$ cat config.mk
export PLATFORM = sky130hd
export DESIGN_NAME = edit_mem_arb_flat
export DESIGN_NICKNAME = d
export VERILOG_FILES = /design/src/rtl/edit_mem_arb_pkg.sv /design/src/rtl/edit_mem_arb_if.sv /design/src/rtl/edit_mem_arb_rr_arb.sv /design/src/rtl/edit_mem_arb.sv /design/src/flat_wrapper.sv
export SDC_FILE = /design/constraint.sdc
export NUM_CORES = 1
export LEC_CHECK = 0
export BUFFER_PORTS_ARGS = -buffer_cell sky130_fd_sc_hd__buf_4
export CAP_MARGIN = 20
export CORE_MARGIN = 3
export CORE_UTILIZATION = 40
export CTS_BUF_LIST = sky130_fd_sc_hd__clkbuf_4
export CTS_CLUSTER_DIAMETER = 60
export CTS_CLUSTER_SIZE = 30
export DETAILED_ROUTE_END_ITERATION = 7
export GPL_TIMING_DRIVEN = 0
export PLACE_DENSITY = 0.82
export RECOVER_POWER = 25
export SYNTH_ARGS = -nofsm -noshare
export SYNTH_HDL_FRONTEND = slang
export SYNTH_HIERARCHICAL = 1
export SYNTH_SLANG_ARGS = --single-unit
export TNS_END_PERCENT = 1
$ cat constraint.sdc
create_clock -name clk -period 8.6 [get_ports clk]
set_input_delay 1.72 -clock clk [delete_from_list [all_inputs] [get_ports clk]]
set_output_delay 1.72 -clock clk [all_outputs]
set_load 0.02 [all_outputs]
$ cat src/rtl/edit_mem_arb_pkg.sv
// Shared constants and return-pipe tag type for the edit memory arbiter.
// Also used by other schedulers that talk to the edit SRAM.
package edit_mem_arb_pkg;

   localparam int EDM_NUM_PORTS  = 4;
   localparam int EDM_ID_NBITS   = 2;
   localparam int EDM_DATA_NBITS = 32;
   localparam int EDM_ADDR_NBITS = 10;
   localparam int EDM_RD_LAT     = 2;
   localparam int EDM_CREDIT_MAX = 4;
   localparam int EDM_WR_MAX     = 4;

   typedef struct packed {
      logic [EDM_ID_NBITS-1:0] port_id;
      logic                    sop;
      logic                    eop;
   } edm_tag_type;

endpackage

$ cat src/rtl/edit_mem_arb_if.sv
// Request, grant, SRAM and read-return signals of the edit memory arbiter.
// The slave modport is the arbiter; the master modport is its environment.
interface edit_mem_arb_if
   import edit_mem_arb_pkg::*;
#(
   parameter int NUM_PORTS  = EDM_NUM_PORTS,
   parameter int ID_NBITS   = EDM_ID_NBITS,
   parameter int DATA_NBITS = EDM_DATA_NBITS,
   parameter int ADDR_NBITS = EDM_ADDR_NBITS
) ();

   logic [NUM_PORTS-1:0]            rd_req;
   logic [NUM_PORTS*ADDR_NBITS-1:0] rd_addr;
   logic [NUM_PORTS-1:0]            rd_sop;
   logic [NUM_PORTS-1:0]            rd_eop;
   logic [NUM_PORTS-1:0]            rd_gnt;
   logic [NUM_PORTS-1:0]            credit_rel;
   logic                            wr_req;
   logic [ADDR_NBITS-1:0]           wr_addr;
   logic [DATA_NBITS-1:0]           wr_data;
   logic                            wr_gnt;
   logic                            mem_en;
   logic                            mem_we;
   logic [ADDR_NBITS-1:0]           mem_addr;
   logic [DATA_NBITS-1:0]           mem_wdata;
   logic [DATA_NBITS-1:0]           mem_rdata;
   logic                            ack;
   logic [ID_NBITS-1:0]             ack_port_id;
   logic                            ack_sop;
   logic                            ack_eop;
   logic [DATA_NBITS-1:0]           ack_rdata;
   logic                            credit_err;

   modport master (
      output rd_req, rd_addr, rd_sop, rd_eop, credit_rel,
      output wr_req, wr_addr, wr_data, mem_rdata,
      input  rd_gnt, wr_gnt, mem_en, mem_we, mem_addr, mem_wdata,
      input  ack, ack_port_id, ack_sop, ack_eop, ack_rdata, credit_err
   );

   modport slave (
      input  rd_req, rd_addr, rd_sop, rd_eop, credit_rel,
      input  wr_req, wr_addr, wr_data, mem_rdata,
      output rd_gnt, wr_gnt, mem_en, mem_we, mem_addr, mem_wdata,
      output ack, ack_port_id, ack_sop, ack_eop, ack_rdata, credit_err
   );

endinterface

$ cat src/rtl/edit_mem_arb_rr_arb.sv
// Round-robin picker: first set request at or after ptr, one-hot out.
// Purely combinational so any scheduler can wrap its own pointer state.
module rr_arb #(
   parameter int N        = 4,
   parameter int ID_NBITS = 2
) (
   input  logic [N-1:0]        req,
   input  logic [ID_NBITS-1:0] ptr,
   output logic [N-1:0]        gnt
);

   logic [ID_NBITS-1:0] idx;
   logic                found;

   always_comb begin
      gnt   = '0;
      found = 1'b0;
      idx   = '0;
      for (int i = 0; i < N; i++) begin
         idx = ID_NBITS'((int'(ptr) + i) % N);
         if (!found && req[idx]) begin
            gnt[idx] = 1'b1;
            found    = 1'b1;
         end
      end
   end

endmodule

$ cat src/rtl/edit_mem_arb.sv
// Edit SRAM arbiter: one write port vs round-robin credited readers,
// burst locking, and a fixed-latency tagged read-return pipe.
module edit_mem_arb
   import edit_mem_arb_pkg::*;
#(
   parameter int NUM_PORTS  = EDM_NUM_PORTS,
   parameter int ID_NBITS   = EDM_ID_NBITS,
   parameter int DATA_NBITS = EDM_DATA_NBITS,
   parameter int ADDR_NBITS = EDM_ADDR_NBITS,
   parameter int RD_LAT     = EDM_RD_LAT,
   parameter int CREDIT_MAX = EDM_CREDIT_MAX,
   parameter int WR_MAX     = EDM_WR_MAX
) (
   input logic           clk,
   input logic           rst,
   edit_mem_arb_if.slave bus
);

   localparam int CW = $clog2(CREDIT_MAX + 1);
   localparam int RW = $clog2(WR_MAX + 1);

   logic [CW-1:0]        credit [NUM_PORTS];
   logic [NUM_PORTS-1:0] elig;
   logic [NUM_PORTS-1:0] arb_gnt;
   logic [NUM_PORTS-1:0] rd_gnt;
   logic [ID_NBITS-1:0]  rr_ptr;
   logic [ID_NBITS-1:0]  lock_id;
   logic [ID_NBITS-1:0]  gnt_id;
   logic                 lock;
   logic                 err_q;
   logic [RW-1:0]        wr_run;
   logic                 any_elig;
   logic                 wr_win;
   logic                 rd_win;
   logic                 iss_v;
   edm_tag_type          gnt_tag;
   edm_tag_type          iss_tag;
   logic                 pipe_v   [RD_LAT];
   edm_tag_type          pipe_tag [RD_LAT];
   logic                 ack;

   always_comb begin
      elig = '0;
      for (int p = 0; p < NUM_PORTS; p++)
         elig[p] = bus.rd_req[p]
                && (credit[p] < CW'(CREDIT_MAX))
                && (!lock || lock_id == ID_NBITS'(p));
   end

   rr_arb #(
      .N        (NUM_PORTS),
      .ID_NBITS (ID_NBITS)
   ) u_rr (
      .req (elig),
      .ptr (rr_ptr),
      .gnt (arb_gnt)
   );

   // Writes win unless they have starved an eligible reader for WR_MAX beats.
   assign any_elig = |elig;
   assign wr_win   = bus.wr_req && !rst
                  && !(wr_run == RW'(WR_MAX) && any_elig);
   assign rd_win   = any_elig && !rst && !wr_win;
   assign rd_gnt   = rd_win ? arb_gnt : '0;

   assign bus.rd_gnt = rd_gnt;
   assign bus.wr_gnt = wr_win;

   always_comb begin
      gnt_id = '0;
      for (int p = 0; p < NUM_PORTS; p++)
         if (arb_gnt[p]) gnt_id = ID_NBITS'(p);
   end

   assign gnt_tag = {gnt_id, bus.rd_sop[gnt_id], bus.rd_eop[gnt_id]};

   always_ff @(posedge clk) begin
      if (rst) begin
         bus.mem_en    <= 1'b0;
         bus.mem_we    <= 1'b0;
         bus.mem_addr  <= '0;
         bus.mem_wdata <= '0;
         iss_v         <= 1'b0;
         iss_tag       <= '0;
      end else begin
         bus.mem_en    <= wr_win || rd_win;
         bus.mem_we    <= wr_win;
         bus.mem_addr  <= wr_win ? bus.wr_addr
                          : bus.rd_addr[gnt_id*ADDR_NBITS +: ADDR_NBITS];
         bus.mem_wdata <= wr_win ? bus.wr_data : DATA_NBITS'(0);
         iss_v         <= rd_win;
         iss_tag       <= gnt_tag;
      end
   end

   always_ff @(posedge clk) begin
      if (rst) begin
         for (int p = 0; p < NUM_PORTS; p++) credit[p] <= '0;
         err_q   <= 1'b0;
         rr_ptr  <= '0;
         lock    <= 1'b0;
         lock_id <= '0;
         wr_run  <= '0;
      end else begin
         for (int p = 0; p < NUM_PORTS; p++) begin
            if (rd_gnt[p] && !bus.credit_rel[p])
               credit[p] <= credit[p] + 1'b1;
            else if (!rd_gnt[p] && bus.credit_rel[p] && credit[p] != '0)
               credit[p] <= credit[p] - 1'b1;
            if (bus.credit_rel[p] && credit[p] == '0)
               err_q <= 1'b1;
         end
         if (rd_win) begin
            rr_ptr <= (gnt_id == ID_NBITS'(NUM_PORTS - 1)) ? '0
                      : gnt_id + 1'b1;
            if (bus.rd_eop[gnt_id]) begin
               lock <= 1'b0;
            end else if (bus.rd_sop[gnt_id]) begin
               lock    <= 1'b1;
               lock_id <= gnt_id;
            end
         end
         if (wr_win)
            wr_run <= (wr_run == RW'(WR_MAX)) ? wr_run : wr_run + 1'b1;
         else
            wr_run <= '0;
      end
   end

   // Loaded from the issue register, so the tail lines up with SRAM data.
   always_ff @(posedge clk) begin
      if (rst) begin
         for (int i = 0; i < RD_LAT; i++) begin
            pipe_v[i]   <= 1'b0;
            pipe_tag[i] <= '0;
         end
      end else begin
         pipe_v[0]   <= iss_v;
         pipe_tag[0] <= iss_tag;
         for (int i = 1; i < RD_LAT; i++) begin
            pipe_v[i]   <= pipe_v[i-1];
            pipe_tag[i] <= pipe_tag[i-1];
         end
      end
   end

   assign ack             = pipe_v[RD_LAT-1];
   assign bus.ack         = ack;
   assign bus.ack_port_id = pipe_tag[RD_LAT-1].port_id;
   assign bus.ack_sop     = pipe_tag[RD_LAT-1].sop;
   assign bus.ack_eop     = pipe_tag[RD_LAT-1].eop;
   assign bus.ack_rdata   = ack ? bus.mem_rdata : '0;
   assign bus.credit_err  = err_q;

endmodule

$ cat src/flat_wrapper.sv
// flat-port wrapper written by rule: the top's interface ports become plain ports
module edit_mem_arb_flat import edit_mem_arb_pkg::*;
#(
   parameter int NUM_PORTS  = EDM_NUM_PORTS,
   parameter int ID_NBITS   = EDM_ID_NBITS,
   parameter int DATA_NBITS = EDM_DATA_NBITS,
   parameter int ADDR_NBITS = EDM_ADDR_NBITS,
   parameter int RD_LAT     = EDM_RD_LAT,
   parameter int CREDIT_MAX = EDM_CREDIT_MAX,
   parameter int WR_MAX     = EDM_WR_MAX
)
  (clk, rst, bus_rd_req, bus_rd_addr, bus_rd_sop, bus_rd_eop, bus_credit_rel, bus_wr_req, bus_wr_addr, bus_wr_data, bus_mem_rdata, bus_rd_gnt, bus_wr_gnt, bus_mem_en, bus_mem_we, bus_mem_addr, bus_mem_wdata, bus_ack, bus_ack_port_id, bus_ack_sop, bus_ack_eop, bus_ack_rdata, bus_credit_err);
  edit_mem_arb_if #(.NUM_PORTS(NUM_PORTS), .ID_NBITS(ID_NBITS), .DATA_NBITS(DATA_NBITS), .ADDR_NBITS(ADDR_NBITS)) bus_i ();
  input logic clk;
  input logic rst;
  input wire logic [$bits(bus_i.rd_req)-1:0] bus_rd_req;
  input wire logic [$bits(bus_i.rd_addr)-1:0] bus_rd_addr;
  input wire logic [$bits(bus_i.rd_sop)-1:0] bus_rd_sop;
  input wire logic [$bits(bus_i.rd_eop)-1:0] bus_rd_eop;
  input wire logic [$bits(bus_i.credit_rel)-1:0] bus_credit_rel;
  input wire logic [$bits(bus_i.wr_req)-1:0] bus_wr_req;
  input wire logic [$bits(bus_i.wr_addr)-1:0] bus_wr_addr;
  input wire logic [$bits(bus_i.wr_data)-1:0] bus_wr_data;
  input wire logic [$bits(bus_i.mem_rdata)-1:0] bus_mem_rdata;
  output wire logic [$bits(bus_i.rd_gnt)-1:0] bus_rd_gnt;
  output wire logic [$bits(bus_i.wr_gnt)-1:0] bus_wr_gnt;
  output wire logic [$bits(bus_i.mem_en)-1:0] bus_mem_en;
  output wire logic [$bits(bus_i.mem_we)-1:0] bus_mem_we;
  output wire logic [$bits(bus_i.mem_addr)-1:0] bus_mem_addr;
  output wire logic [$bits(bus_i.mem_wdata)-1:0] bus_mem_wdata;
  output wire logic [$bits(bus_i.ack)-1:0] bus_ack;
  output wire logic [$bits(bus_i.ack_port_id)-1:0] bus_ack_port_id;
  output wire logic [$bits(bus_i.ack_sop)-1:0] bus_ack_sop;
  output wire logic [$bits(bus_i.ack_eop)-1:0] bus_ack_eop;
  output wire logic [$bits(bus_i.ack_rdata)-1:0] bus_ack_rdata;
  output wire logic [$bits(bus_i.credit_err)-1:0] bus_credit_err;
  assign bus_i.rd_req = bus_rd_req;
  assign bus_i.rd_addr = bus_rd_addr;
  assign bus_i.rd_sop = bus_rd_sop;
  assign bus_i.rd_eop = bus_rd_eop;
  assign bus_i.credit_rel = bus_credit_rel;
  assign bus_i.wr_req = bus_wr_req;
  assign bus_i.wr_addr = bus_wr_addr;
  assign bus_i.wr_data = bus_wr_data;
  assign bus_i.mem_rdata = bus_mem_rdata;
  assign bus_rd_gnt = bus_i.rd_gnt;
  assign bus_wr_gnt = bus_i.wr_gnt;
  assign bus_mem_en = bus_i.mem_en;
  assign bus_mem_we = bus_i.mem_we;
  assign bus_mem_addr = bus_i.mem_addr;
  assign bus_mem_wdata = bus_i.mem_wdata;
  assign bus_ack = bus_i.ack;
  assign bus_ack_port_id = bus_i.ack_port_id;
  assign bus_ack_sop = bus_i.ack_sop;
  assign bus_ack_eop = bus_i.ack_eop;
  assign bus_ack_rdata = bus_i.ack_rdata;
  assign bus_credit_err = bus_i.credit_err;
  edit_mem_arb #(.NUM_PORTS(NUM_PORTS), .ID_NBITS(ID_NBITS), .DATA_NBITS(DATA_NBITS), .ADDR_NBITS(ADDR_NBITS), .RD_LAT(RD_LAT), .CREDIT_MAX(CREDIT_MAX), .WR_MAX(WR_MAX)) u_core (.clk(clk), .rst(rst), .bus(bus_i));
endmodule
Word-level counts from Yosys, hierarchy flattened
Memory sizes are Yosys's and may differ from the RTL's.
Index checks and enable logic that the tools add are counted.
Operators by class
  add/sub/neg operators: 13
  multiply operators: 1
  divide/modulo/power cells: 0
  order comparisons: 13
  equality and inequality tests: 5
  shift operators: 1
  multiplexer cells: 83
  bitwise gates (word level): 17
  reductions and logical operators: 71
Operators with widths (count)
  1-bit 2-to-1 mux: 53
  40-bit by 7-bit indexed part select with 10-bit output: 1
  1-bit logical AND: 36
  32-bit 2-to-1 mux: 1
  4-bit 2-to-1 mux: 7
  3-bit 2-to-1 mux: 8
  3-bit by 1-bit adder with 3-bit output (second input constant): 5
  1-bit zero test: 15
  2-bit by 3-bit < comparator with 1-bit output (second input constant): 5
  1-bit binary-select mux with 2-bit select: 6
  3-bit zero test: 4
  3-bit < comparator (second input constant): 4
  1-bit OR: 12
  4-bit OR: 3
  3-bit nonzero test: 4
  3-bit by 1-bit subtractor with 3-bit output (second input constant): 4
  10-bit 2-to-1 mux: 1
  1-bit demux with 2-bit select: 4
  2-bit by 1-bit greater-or-equal comparator with 1-bit output (second input constant): 4
  2-bit == test (second input constant): 3
  2-bit 2-to-1 mux: 3
  1-bit logical OR: 5
  2-bit by 3-bit multiplier with 5-bit output (second input constant): 1
  2-bit by 1-bit adder with 2-bit output (second input constant): 2
  11 further kinds: 13
Word-level totals
  bits in registers: 58
  bits in latches: 0
  RAM bits: 22
  memory bits (read-only): 0
  input bits: 133
  output and inout bits: 87
  logic and storage cells: 220
  memories: 3
Memory list
  u_core.credit: words 4, bits a word 3, rd ports 4, clocked after memory_dff 0, wr ports 4, line edit_mem_arb.sv:22  | logic [CW-1:0] credit [NUM_PORTS];
  u_core.pipe_tag: words 2, bits a word 4, rd ports 2, clocked after memory_dff 0, wr ports 2, line edit_mem_arb.sv:39  | edm_tag_type pipe_tag [RD_LAT];
  u_core.pipe_v: words 2, bits a word 1, rd ports 2, clocked after memory_dff 0, wr ports 2, line edit_mem_arb.sv:38  | logic pipe_v [RD_LAT];

Logic depth before layout (Yosys ltp)
An unclocked memory read counts as a cell.
  depth in word-level cells: 25
  gate-level depth with buffers: 14
  mapped depth without buffers: 12

By module
Netlist, hierarchy kept.
Modules (own cells, without submodules)
  edit_mem_arb: times used 1, cells an instance 384, area each 3622.2 µm², sequential area each 1721.7 µm²
  rr_arb: times used 1, cells an instance 36, area each 337.8 µm², sequential area each 0.0 µm²

Least setup slack after synthesis
OpenSTA, ideal clock, no wires.
  path type: input-to-output
  start: input bus_rd_req[0]
  end: output bus_rd_gnt[2]
  arrival time: 3.892 ns
  required time: 6.880 ns
  slack: 2.988 ns
  cell stages on the path: 10
  buffers on the path: 2
  cells stage by stage: nor2b_1 -> and2_1 -> mux4_2 -> buf_6 -> nor4b_4 -> nand2_1 -> o211ai_1 -> inv_1 -> clkbuf_1 -> nor2_1
On the way
  longest elaborated chain between the ends: 15
  elaborated cells between the ends (all ways): 34
  classes of those cells: 16 x mux; 3 x bitwise; 15 x reduce/logical
Ends and longest elaborated chain
  from (decl): line flat_wrapper.sv:16  | input wire logic [$bits(bus_i.rd_req)-1:0] bus_rd_req;
  1-bit logical AND *: line edit_mem_arb.sv:46  | && (credit[p] < CW'(CREDIT_MAX))
  1-bit logical AND *: line edit_mem_arb.sv:47  | && (!lock || lock_id == ID_NBITS'(p));
  net u_core.elig[0]: line edit_mem_arb.sv:23  | logic [NUM_PORTS-1:0] elig;
  1-bit binary-select mux with 2-bit select: line edit_mem_arb_rr_arb.sv:21  | if (!found && req[idx]) begin
  1-bit 2-to-1 mux (implied by the code): line edit_mem_arb_rr_arb.sv:21
  1-bit 2-to-1 mux: line edit_mem_arb_rr_arb.sv:21
  1-bit zero test: line edit_mem_arb_rr_arb.sv:21
  1-bit logical AND: line edit_mem_arb_rr_arb.sv:21
  1-bit 2-to-1 mux: line edit_mem_arb_rr_arb.sv:21
  1-bit zero test: line edit_mem_arb_rr_arb.sv:21
  1-bit logical AND: line edit_mem_arb_rr_arb.sv:21
  1-bit 2-to-1 mux: line edit_mem_arb_rr_arb.sv:21
  1-bit zero test: line edit_mem_arb_rr_arb.sv:21
  1-bit logical AND: line edit_mem_arb_rr_arb.sv:21
  4-bit 2-to-1 mux *: line edit_mem_arb_rr_arb.sv:21
  net u_core.arb_gnt[2]: line edit_mem_arb.sv:24  | logic [NUM_PORTS-1:0] arb_gnt;
  4-bit 2-to-1 mux *: line edit_mem_arb.sv:64  | assign rd_gnt = rd_win ? arb_gnt : '0;
  to (decl): line flat_wrapper.sv:25  | output wire logic [$bits(bus_i.rd_gnt)-1:0] bus_rd_gnt;
Mark *: on every way through the listed nets, which the timed path passes. The rest lies on a longest branch. The select of a mux whose other input is x is not followed.

Worst setup path in the final report
Same ends and word-level chain as after synthesis.

==> impl_summary.log <==
INFO  metric run_status = completed
INFO  metric postCtsSetupBuffers = 0
INFO  metric synthesis.nets = ~570
INFO  metric antenna_cells = 0
INFO  metric path_type_of_the_worst_setup_path = input port to output port
INFO  metric worst_hold_class = register to register
INFO  metric dr_total_vias = a little under 4000
INFO  metric drt-total-wl = around 12 mm
INFO  metric yosysUniqueCellTypes = 49
INFO  metric postSynth.topFlopCell = dfxtp_1
INFO  metric placed_cells_incl_taps = around 770
INFO  metric port_buffers = 219
INFO  metric pwr_density_cell = about 260 nW/um2
INFO  metric detail_route.first_pass.iterations = 6
INFO  metric drive_above_1_share = a little over a third
INFO  metric floorplan.initialDensity = roughly 42%
INFO  metric timing.final.setup_violations = 0
INFO  metric detail_route.wl_per_cell = ~16 um
INFO  metric crit_path_cell_trace = buf_4 -> nor2b_1 -> and2_1 -> mux4_2 -> buf_6 -> nor4b_4 -> nand2_1 -> o211ai_1 -> inv_1 -> clkbuf_1 -> nor2_1 -> buf_4
INFO  metric critical_path_buf_inv_count = 5
INFO  metric global_route.overflow_total = 0
INFO  metric ant_nets = 0
INFO  metric worst_r2r_path_cells = 11
INFO  metric yosysSeqAreaShare = about 43%
INFO  metric power.switching_fraction = about two fifths
INFO  metric post_cts_resized = 0
INFO  metric numCtsBuffers = 9
INFO  metric vias_per_cell = roughly 5.0
INFO  metric cts.root.buffer_cell = clkbuf_4
INFO  metric grt_max_degree = 17
INFO  metric cts-root-to-sink-buffers = 2
INFO  metric cell_internal_pwr = a little under 900 uW
INFO  metric avgSynthCellArea = between 9 and 10 um2
INFO  metric min_path_cells = 1
INFO  metric tritoncts = yes
INFO  metric worstSetupStartpointType = input port
INFO  metric cts_max_level = 3
INFO  metric worst_slew_pin_slew = approximately 1.4 ns
INFO  metric drc_errors = 0
INFO  metric layout.filler_cells = approximately 840
INFO  metric crit_slowest_cell = mux4_2
INFO  metric tns_setup = 0 ns
INFO  metric synthArstFlopShare = 0%
INFO  metric chipWidth = around 110 um
INFO  metric final.period_utilization = 72.96%
INFO  metric detailedRoute.firstIterationViolations = about 190
INFO  metric critical_path.top_delay_family = buffers and inverters
INFO  metric grt_util_all_layers = between 20% and 30%
INFO  metric power.net_switching = between 600 and 700 uW
INFO  metric maxSlewViolCount = 0
INFO  metric hold_violations = 0
INFO  metric worst-endpoint-required = roughly 6.9 ns
INFO  metric globalplace.congestion = just over 0.8
INFO  metric cell_area_after_synthesis = around 4000 um2
INFO  metric critical_path_depth_in_cells = 12
INFO  metric global_route_wire_length_before_repair = between 15 and 20 mm
INFO  metric die-area = roughly 11000 um2
INFO  metric placement_rows = 35
INFO  metric numClockSinks = 80
INFO  metric core_area = 9415 um2
INFO  metric power.leakage = 2.677 nW
INFO  metric crit_arrival = between 4 and 5 ns
INFO  metric regToRegStartpoint = u_core/rr_ptr[0]
INFO  metric pin_count = 220
INFO  metric netlist_instances = 420
INFO  metric die_height = 105.5 um
INFO  metric clk_transition_reported_paths = ~0.15 ns
INFO  metric area_growth_syn_to_layout = 46.57%
INFO  metric ys_ff_latch = 80
INFO  metric clockPowerShare = roughly 18%
INFO  metric synthesis.yosys.warnings = 6
INFO  metric maxCapViolations = 0
INFO  metric power.ir.vdd_worst = around 160 uV
INFO  metric critical_path_fanout_max = 10
INFO  metric unrepaired_setup_endpoints_after_global_routing = no
INFO  metric finalClockSkew = around 0.018 ns
INFO  metric post_layout_nonfiller_instances = roughly 780
INFO  metric num-nets-final = roughly 800
INFO  metric critPathMostFrequentCell = buf_4
INFO  metric max-slew-margin-rel = slightly above 7%
INFO  metric hold_path_startpoint = u_core/pipe_tag[0][1]
INFO  metric synth-edff-count = 12
INFO  metric detailedPlacementHpwl = 10.06 mm
INFO  metric finalWorstPathRequiredPeriod = 6.275 ns
INFO  metric p_seq_share = 32.9%
INFO  metric antenna_found_initial = 0
INFO  metric crit_path_max_incr_delay = about 0.46 ns
INFO  metric postCtsHoldBufs = 0
INFO  metric cp-startpoint = bus_rd_req[0]
INFO  metric power.share.combinational = between 40% and 50%
INFO  metric number_of_global_route_vias_before_repair = 3895
INFO  metric clk-insertion-delay-late = about 0.44 ns
INFO  metric critical_path.endpoint_type = output port
INFO  metric timing.fmax = ~0.16 GHz
[final timing paths]
path / to / slack (ns)
worst max register to register: u_core/credit[2][2] / 4.92
worst min-delay path: u_core/pipe_tag[0][5] / 0.44
worst min register to register: u_core/pipe_tag[0][5] / 0.44
worst max-delay path: bus_rd_gnt[2] / 2.33
[cell type report]
cell class / instances / area, um2 / share of cell area, %
multi-input combinational: 281 / 1979 / 34.10
sequential: 80 / 1722 / 29.66
timing repair buffer: 219 / 1520 / 26.19
tap: 129 / 161.4 / 2.781
inverter: 35 / 131.4 / 2.263
buffer: 24 / 113.9 / 1.962
clock inverter: 7 / 108.9 / 1.875
clock buffer: 9 / 67.56 / 1.164
[power by group through the flow]
stage,logic [mW],registers [mW],clock network [mW]
final,0.738,0.494,0.272
after global routing,0.794,0.502,0.294
after CTS,0.745,0.495,0.280
after detailed placement,0.741,0.503,0
after global placement,0.715,0.499,0
after floorplan,0.479,0.526,0
[state kept, by name, indices dropped and copies added, names as in the netlist, 2 cells and up]
| signal | count |
|---|---|
| u_core/bus.mem_addr | 10 |
| u_core/bus.mem_wdata | 32 |
| u_core/credit | 12 |
| u_core/iss_tag | 4 |
| u_core/lock_id | 2 |
| u_core/pipe_tag | 8 |
| u_core/pipe_v | 2 |
| u_core/rr_ptr | 2 |
| u_core/wr_run | 3 |
[logic make-up (layout without fill, tap and decap cells)]
group	after synthesis	in the layout	share of synthesized area, %
compound gates	78	78	14.19
flops	80	80	43.48
buf+inv	59	294	6.193
mux	23	23	7.678
xor+xnor	4	4	0.8846
simple gates	162	162	22.59
fa+ha+maj	14	14	4.992
[placed cells by master, fill, tap and decap left out, types with 3 or more instances in the layout]
| cell type | synthesis | routed |
|---|---|---|
| nor2_1 | 17 | 17 |
| a221oi_1 | 11 | 11 |
| nand3_1 | 5 | 5 |
| buf_2 | 5 | 5 |
| and2_1 | 67 | 67 |
| nor3_1 | 7 | 7 |
| o211ai_1 | 6 | 6 |
| mux2_2 | 11 | 11 |
| buf_4 | 2 | 188 |
| clkbuf_1 | 12 | 46 |
| nand2b_1 | 9 | 9 |
| nand2_1 | 33 | 33 |
| xnor2_1 | 4 | 4 |
| mux2i_1 | 6 | 6 |
| clkbuf_4 | 0 | 9 |
| fa_1 | 3 | 3 |
| ha_1 | 11 | 11 |
| a21oi_1 | 26 | 26 |
| o21ai_0 | 3 | 3 |
| nor2b_1 | 16 | 16 |
| edfxtp_1 | 12 | 12 |
| a21o_2 | 4 | 4 |
| a211oi_1 | 11 | 11 |
| inv_1 | 33 | 33 |
| dfxtp_1 | 68 | 68 |
[through the flow]
stage	power [mW]	utilization (%)	hold slack [ns]	setup slack (ns)	area, um2
after floorplan	1.005	-	0.4138	2.988	3960
after global placement	1.214	61.24	0.4230	2.483	5766
after detailed placement	1.244	61.24	0.4251	2.404	5766
after CTS	1.519	63.11	0.4534	2.392	5942
after global routing	1.590	61.65	0.4619	2.188	5804
final	1.504	61.65	0.4441	2.325	5804
[synthesized netlist by cell type, drive strengths merged (2+ instances only)]
cell | n | area [um2]
and2 | 68 | 425.4
dfxtp | 68 | 1361
inv | 35 | 131.4
nand2 | 33 | 123.9
a21oi | 28 | 147.6
nor2 | 17 | 63.81
nor2b | 16 | 100.1
clkbuf | 14 | 55.05
mux2 | 13 | 146.4
edfxtp | 12 | 360.4
a211oi | 11 | 82.58
a221oi | 11 | 96.34
ha | 11 | 137.6
buf | 10 | 58.80
nand2b | 9 | 56.30
nor3 | 7 | 35.03
mux2i | 6 | 60.06
o211ai | 6 | 45.04
nand3 | 5 | 25.02
a21o | 4 | 35.03
mux4 | 4 | 97.59
o21ai | 4 | 20.01
xnor2 | 4 | 35.03
fa | 3 | 60.06
o311ai | 3 | 26.28
a211o | 2 | 17.52
a31oi | 2 | 12.51
nor3b | 2 | 15.01
or3 | 2 | 12.51
[layer usage]
layer	part of all wire, %	track usage, %	vias to the layer above
met5	0	0	-
met4	2.4	8.233	0
met3	7.7	6.001	29
met2	54	39.94	189
met1	36	21.12	1831
li1	-	-	1887
Note: power is estimated with default switching activity, not from simulation.
